## src/rtl/seven_segment_scan_ctrl.sv

```systemverilog
// seven_segment_scan_ctrl
//
// Time-multiplexed scan controller for NUM_DIGITS common-anode digits that
// share one registered hex-to-seven-segment decoder. Each digit slot is
// BLANK_CYCLES with every digit off (covering the decoder's register
// latency), followed by DWELL_CYCLES with that digit's enable low. Display
// values are double-buffered: loads made while scanning land in a pending
// register and are copied to the shadow register only at a frame boundary.
//
// Ports:
//   i_clk          clock, rising edge
//   i_rst          asynchronous active-high reset
//   i_value        display value, nibble k drives digit k (digit 0 = LSN)
//   i_load         one-cycle strobe requesting i_value be displayed
//   i_enable       scan enable; low forces all digits off
//   o_load_ack     one-cycle pulse when a new value enters the shadow register
//   o_digit_value  nibble presented to the decoder
//   o_digit_en     active-low digit enables, at most one low at a time
//   o_frame_start  one-cycle pulse on the first blank cycle of digit 0
//
// Build option:
//   SEVEN_SEG_SCAN_LZ_BLANK_EN  when defined, digits k>0 stay dark during
//                               their slot if shadow nibbles k..NUM_DIGITS-1
//                               are all zero (leading-zero blanking).
module seven_segment_scan_ctrl #(
    parameter int NUM_DIGITS   = 4,
    parameter int DWELL_CYCLES = 25000,
    parameter int BLANK_CYCLES = 250
) (
    input  logic                    i_clk,
    input  logic                    i_rst,
    input  logic [4*NUM_DIGITS-1:0] i_value,
    input  logic                    i_load,
    input  logic                    i_enable,
    output logic                    o_load_ack,
    output logic [3:0]              o_digit_value,
    output logic [NUM_DIGITS-1:0]   o_digit_en,
    output logic                    o_frame_start
);

    localparam int MAX_CYC = (DWELL_CYCLES > BLANK_CYCLES) ? DWELL_CYCLES : BLANK_CYCLES;
    localparam int CNT_W   = $clog2(MAX_CYC + 1);
    localparam int IDX_W   = (NUM_DIGITS > 1) ? $clog2(NUM_DIGITS) : 1;

    localparam logic [IDX_W-1:0]      LAST_IDX   = IDX_W'(NUM_DIGITS - 1);
    localparam logic [CNT_W-1:0]      BLANK_LAST = CNT_W'(BLANK_CYCLES - 1);
    localparam logic [CNT_W-1:0]      DWELL_LAST = CNT_W'(DWELL_CYCLES - 1);
    localparam logic [NUM_DIGITS-1:0] ALL_OFF    = '1;

    typedef enum logic [1:0] {
        IDLE,
        BLANK,
        DRIVE
    } state_t;

    state_t                  state;
    logic [CNT_W-1:0]        cnt;
    logic [IDX_W-1:0]        index;
    logic [4*NUM_DIGITS-1:0] shadow;
    logic [4*NUM_DIGITS-1:0] pending;
    logic                    pending_valid;

    logic [IDX_W-1:0]        index_next;
    logic                    frame_end;
    logic [4*NUM_DIGITS-1:0] shadow_upd;
    logic                    upd_ack;
    logic                    lz_dark;
    logic [NUM_DIGITS-1:0]   drive_en;

    function automatic logic [3:0] nibble(input logic [4*NUM_DIGITS-1:0] v,
                                          input logic [IDX_W-1:0]        idx);
        logic [3:0] r;
        r = 4'h0;
        for (int k = 0; k < NUM_DIGITS; k++) begin
            if (idx == IDX_W'(k)) r = v[4*k +: 4];
        end
        return r;
    endfunction

    assign index_next = (index == LAST_IDX) ? '0 : index + 1'b1;

    // Last DRIVE cycle of the last digit while still enabled: the only point
    // at which the shadow register may change during scanning.
    assign frame_end = (state == DRIVE) && i_enable && (cnt == DWELL_LAST) &&
                       (index == LAST_IDX);

    // Candidate shadow contents when a transfer is allowed (IDLE or frame
    // end): a load in the same cycle beats an older pending value.
    assign shadow_upd = i_load ? i_value : (pending_valid ? pending : shadow);
    assign upd_ack    = i_load | pending_valid;

`ifdef SEVEN_SEG_SCAN_LZ_BLANK_EN
    always_comb begin
        lz_dark = 1'b0;
        for (int k = 1; k < NUM_DIGITS; k++) begin
            if (index == IDX_W'(k) && (shadow >> (4*k)) == '0) lz_dark = 1'b1;
        end
    end
`else
    assign lz_dark = 1'b0;
`endif

    always_comb begin
        drive_en = ALL_OFF;
        for (int k = 0; k < NUM_DIGITS; k++) begin
            if (index == IDX_W'(k)) drive_en[k] = 1'b0;
        end
        if (lz_dark) drive_en = ALL_OFF;
    end

    always_ff @(posedge i_clk or posedge i_rst) begin
        if (i_rst) begin
            state         <= IDLE;
            cnt           <= '0;
            index         <= '0;
            shadow        <= '0;
            pending       <= '0;
            pending_valid <= 1'b0;
            o_load_ack    <= 1'b0;
            o_frame_start <= 1'b0;
            o_digit_value <= 4'h0;
            o_digit_en    <= ALL_OFF;
        end else begin
            o_load_ack    <= 1'b0;
            o_frame_start <= 1'b0;

            case (state)
                IDLE: begin
                    o_digit_en <= ALL_OFF;
                    if (upd_ack) begin
                        shadow        <= shadow_upd;
                        o_load_ack    <= 1'b1;
                        pending_valid <= 1'b0;
                    end
                    if (i_enable) begin
                        state         <= BLANK;
                        index         <= '0;
                        cnt           <= '0;
                        o_frame_start <= 1'b1;
                        o_digit_value <= nibble(shadow_upd, '0);
                    end
                end

                BLANK: begin
                    if (!i_enable) begin
                        state      <= IDLE;
                        o_digit_en <= ALL_OFF;
                    end else if (cnt == BLANK_LAST) begin
                        state      <= DRIVE;
                        cnt        <= '0;
                        o_digit_en <= drive_en;
                    end else begin
                        cnt <= cnt + 1'b1;
                    end
                end

                DRIVE: begin
                    if (!i_enable) begin
                        state      <= IDLE;
                        o_digit_en <= ALL_OFF;
                    end else if (cnt == DWELL_LAST) begin
                        state      <= BLANK;
                        cnt        <= '0;
                        index      <= index_next;
                        o_digit_en <= ALL_OFF;
                        if (frame_end) begin
                            shadow        <= shadow_upd;
                            o_load_ack    <= upd_ack;
                            pending_valid <= 1'b0;
                            o_frame_start <= 1'b1;
                            o_digit_value <= nibble(shadow_upd, '0);
                        end else begin
                            o_digit_value <= nibble(shadow, index_next);
                        end
                    end else begin
                        cnt <= cnt + 1'b1;
                    end
                end

                default: begin
                    state      <= IDLE;
                    o_digit_en <= ALL_OFF;
                end
            endcase

            // Loads seen while scanning (including the cycle enable drops)
            // are parked in pending; IDLE or the next frame end moves them on.
            if (state != IDLE && i_load && !frame_end) begin
                pending       <= i_value;
                pending_valid <= 1'b1;
            end
        end
    end

endmodule

```

## config.mk

```make
export PLATFORM = sky130hd
export DESIGN_NAME = seven_segment_scan_ctrl
export DESIGN_NICKNAME = d
export VERILOG_FILES = /design/src/rtl/seven_segment_scan_ctrl.sv
export SDC_FILE = /design/constraint.sdc
export NUM_CORES = 1
export LEC_CHECK = 0
export BUFFER_PORTS_ARGS = -buffer_cell sky130_fd_sc_hd__buf_2
export CAP_MARGIN = 10
export CORE_MARGIN = 3
export CORE_UTILIZATION = 38
export DETAILED_ROUTE_END_ITERATION = 16
export GPL_TIMING_DRIVEN = 0
export REMOVE_ABC_BUFFERS = 1
export SYNTH_ARGS = -nofsm -noshare
export SYNTH_HDL_FRONTEND = slang
export SYNTH_SLANG_ARGS = --single-unit
```

## constraint.sdc

```tcl
create_clock -name i_clk -period 2.2 [get_ports i_clk]
set_input_delay 0.11 -clock i_clk [delete_from_list [all_inputs] [get_ports i_clk]]
set_output_delay 0.11 -clock i_clk [all_outputs]
set_load 0.05 [all_outputs]
```

==> flow_summary.toml <==
[run_status]
outcome = "finished, final reports clean"

[synthesis]
number_of_synthesized_register_bits = 62
cell_type_with_the_largest_total_area_after_synthesis = "sky130_fd_sc_hd__dfrtp_1"
async_reset_ff_share_pct = 100
syn_area_um2 = 3410
synth_enable_flop_cells = 0
post_synth_num_cell_types = 50
post_synth.cell_area_avg_um2 = 10.7
synth_seq_area_share_pct = 45.7
synth_top_area_share_pct = 42.6
synthCells = 319
ys.warnings.count = 0
yosys-top-cells-area = "sky130_fd_sc_hd__dfrtp_1 (43%), sky130_fd_sc_hd__ha_1 (4.8%), sky130_fd_sc_hd__mux2_2 (4.3%), sky130_fd_sc_hd__mux2_4 (4.0%), sky130_fd_sc_hd__mux2i_1 (3.8%)"
synth-main-ff-cell = "sky130_fd_sc_hd__dfrtp_1"

[detailed_routing]
detail_route.drc_violations = 0
detail_route.wirelength_um = 7260
detail_route.iter0.violations = 97
route.antenna.remaining_nets = 0
first_pass_iters = 4
routed_via_density = 5.41
detail_route.wl_per_cell_um = 15.6
routed-via-count = 2510

[clock_network]
max-clock-path-buffers = 2
cts.htree.levels = 3
cts_tree = "yes"
clock_latency_ps = 340
cts_num_sinks = 62
cts-buffers-inserted = 9
clock_pin_slew_reported_for_the_worst_setup_and_hold_paths_after_clock_tree_synthesis_ps = 70
root_buffer = "sky130_fd_sc_hd__clkbuf_8"

[worst_setup_path]
endpoint_kind = "flop"
crit_path_top_delay_cell = "sky130_fd_sc_hd__dfrtp_1"
timing.setup.critical_path_class = "flop to flop"
worstPathArrival_ps = 2340
crit_required_ps = 2430
worst-path-max-fanout = 6
cpPeakStageDelay_ps = 450
critPathBufInv = 0
critical_path.cell_chain = "nor4_4, nand4_2, a22o_1, or2_1, a32o_1"
worst_setup_sp_type = "flop"
timing.critical_path.max_delay_family = "simple AND/OR/NAND/NOR gates"

[sta]
max_slew_margin_pct = 41.9
worst-slew-pin-transition_ps = 869
rsz0062_at_grt = "yes"
post-route-period-util_pct = 95.8
min_period_ps = 2110
timing.clock.skew_ps = 8.48
final-max-slew-violation-count = 0
hold_viol_final = 0
maximum_clock_rate_mhz = 475
finalSetupViolations = 0

[global_routing]
first_pass_grt_wire_length_um = 12600
maximum_number_of_pins_on_one_net_before_global_route_repair = 36
first_global_vias = 2578
globalRouteTotalUtil_pct = 15.7
antenna_found_initial = 0
grt-ovfl-total = 0

[power]
static-leakage-power_uw = 0.00170
p_int_uw = 3190
power.clock.fraction_pct = 19.4
power.density_nw_per_um2 = 1310
design_power_uw = 5250
ir_worst_vdd_mv = 0.419
power.share.combinational_pct = 45.7
switching_share_pct = 39.1
power.share.sequential_pct = 34.9
power.switching_uw = 2050

[finish]
antenna_cell_count = 0
combined_area_of_the_multi_input_logic_cells_um2 = 1760
final_nets = 387
n_fill_cell = 767
final_layout_size_suffix_gt1_share_pct = 27.3
finish.utilization_pct = 47.2
area_of_all_placed_cells_without_fillers_um2 = 4000
register_area_um2 = 1560
areaGrowthSynthToFinish_pct = 17.4

[die]
dieArea_um2 = 10100
die_h_um = 101
core.rowCount = 33
floorplan.die.width_um = 101
core_area_um2 = 8460
top_level_ports = 30
starting_density_pct = 40.3

[placement]
gp_congestion = 0.843
cell_area_after_placement_um2 = 3620
detailedPlacementHpwl_um = 5000
io_buffer_count = 29

[flow_run]
maxCapViolations = 0

[worst_hold_path]
min_path_type = "input port to flop"
registers in the layout, indices dropped and copies added, names as in the netlist, 2 cells and up:
register and count:
pending 16, shadow 16, cnt 15, o_digit_en 4, o_digit_value 4, index 2
state 2
final cells by class:
class,count,share of cell area [%]
Tap cell,105,3.29
Clock inverter,5,1.47
Multi-Input combinational cell,220,44.0
Inverter,20,1.88
Clock buffer,11,3.54
Timing Repair Buffer,41,6.88
Sequential cell,62,38.9
routing by layer:
layer	up-vias	wire length (um)	global-route usage, %
li1	1233	-	-
met1	1228	3360	20.1
met2	39	3520	25.5
met3	10	303	5.26
met4	0	74	3.73
met5	-	0	0
cells in the final DEF (no fill, tap or decap), types with 10 or more instances in the layout:
| cell | Yosys | layout |
|---|---|---|
| sky130_fd_sc_hd__dfrtp_1 | 58 | 58 |
| sky130_fd_sc_hd__buf_2 | 3 | 29 |
| sky130_fd_sc_hd__nand2_1 | 26 | 26 |
| sky130_fd_sc_hd__inv_1 | 20 | 19 |
| sky130_fd_sc_hd__a21oi_1 | 16 | 16 |
| sky130_fd_sc_hd__o21ai_0 | 14 | 14 |
| sky130_fd_sc_hd__a22oi_1 | 14 | 14 |
| sky130_fd_sc_hd__o2bb2ai_1 | 14 | 14 |
| sky130_fd_sc_hd__mux2i_1 | 13 | 13 |
| sky130_fd_sc_hd__mux2_2 | 13 | 13 |
| sky130_fd_sc_hd__nor2_1 | 14 | 12 |
| sky130_fd_sc_hd__clkbuf_8 | 0 | 10 |
kinds of logic after synthesis:
group / share of synthesized area (%)
DFF: 45.7
adders and majority gates: 4.77
buffers and inverters: 4.63
muxes: 12.7
and+or+nand+nor: 13.2
AOI/OAI and AO/OA: 19.0
what timing repair did:
item / CTS / global route
hold endpoints to repair: 31 / 0
pin swaps: 1 / 1
buffers inserted: 5 / 0
hold buffers: 6 / 0
endpoints found under the setup margin: 34 / 21
resized for setup: 5 / 12
through the flow:
stage | setup TNS [ps] | hold slack [ps] | instances | setup WS, ps
after global routing | -16.1 | 0.787 | 464 | -16.1
after detailed placement | -3630 | 241 | 437 | -168
after floorplan | 0 | 149 | 302 | 166
after CTS | 0 | 0.0556 | 464 | 4.73
final | 0 | 12.9 | 464 | 93.1
after global placement | -23360 | 356 | 436 | -353
synth_stat cells (all sizes together) (4+ instances only):
| library cell | number |
|---|---|
| a21oi | 17 |
| a22o | 7 |
| a22oi | 14 |
| a31oi | 8 |
| and3 | 5 |
| buf | 6 |
| clkbuf | 11 |
| dfrtp | 58 |
| dfstp | 4 |
| ha | 13 |
| inv | 20 |
| mux2 | 24 |
| mux2i | 13 |
| nand2 | 26 |
| nand3 | 9 |
| nand4 | 4 |
| nor2 | 15 |
| nor2b | 5 |
| o21ai | 15 |
| o2bb2ai | 14 |
| or2 | 4 |
power groups by stage:
stage | sequential [uW] | clock [uW] | combinational, uW
3_5_place_dp | 1850 | 0 | 2180
5_1_grt | 1880 | 1100 | 2630
4_1_cts | 1830 | 1040 | 2350
3_3_place_gp | 1830 | 0 | 2130
2_1_floorplan | 1980 | 0 | 1510
6_report | 1830 | 1020 | 2400
final timing paths:
check	from	to	slack [ps]	cells after the start
worst max-delay path	cnt[9]	state[0]	90	5
worst min-delay path	i_value[1]	pending[1]	10	2
worst max register to register	cnt[9]	state[0]	90	5
worst min register to register	shadow[9]	shadow[9]	500	1
max in group asynchronous	i_rst	o_digit_en[2]	1140	4
min in group asynchronous	i_rst	cnt[14]	390	3
Power figures use the tool's default switching activity.
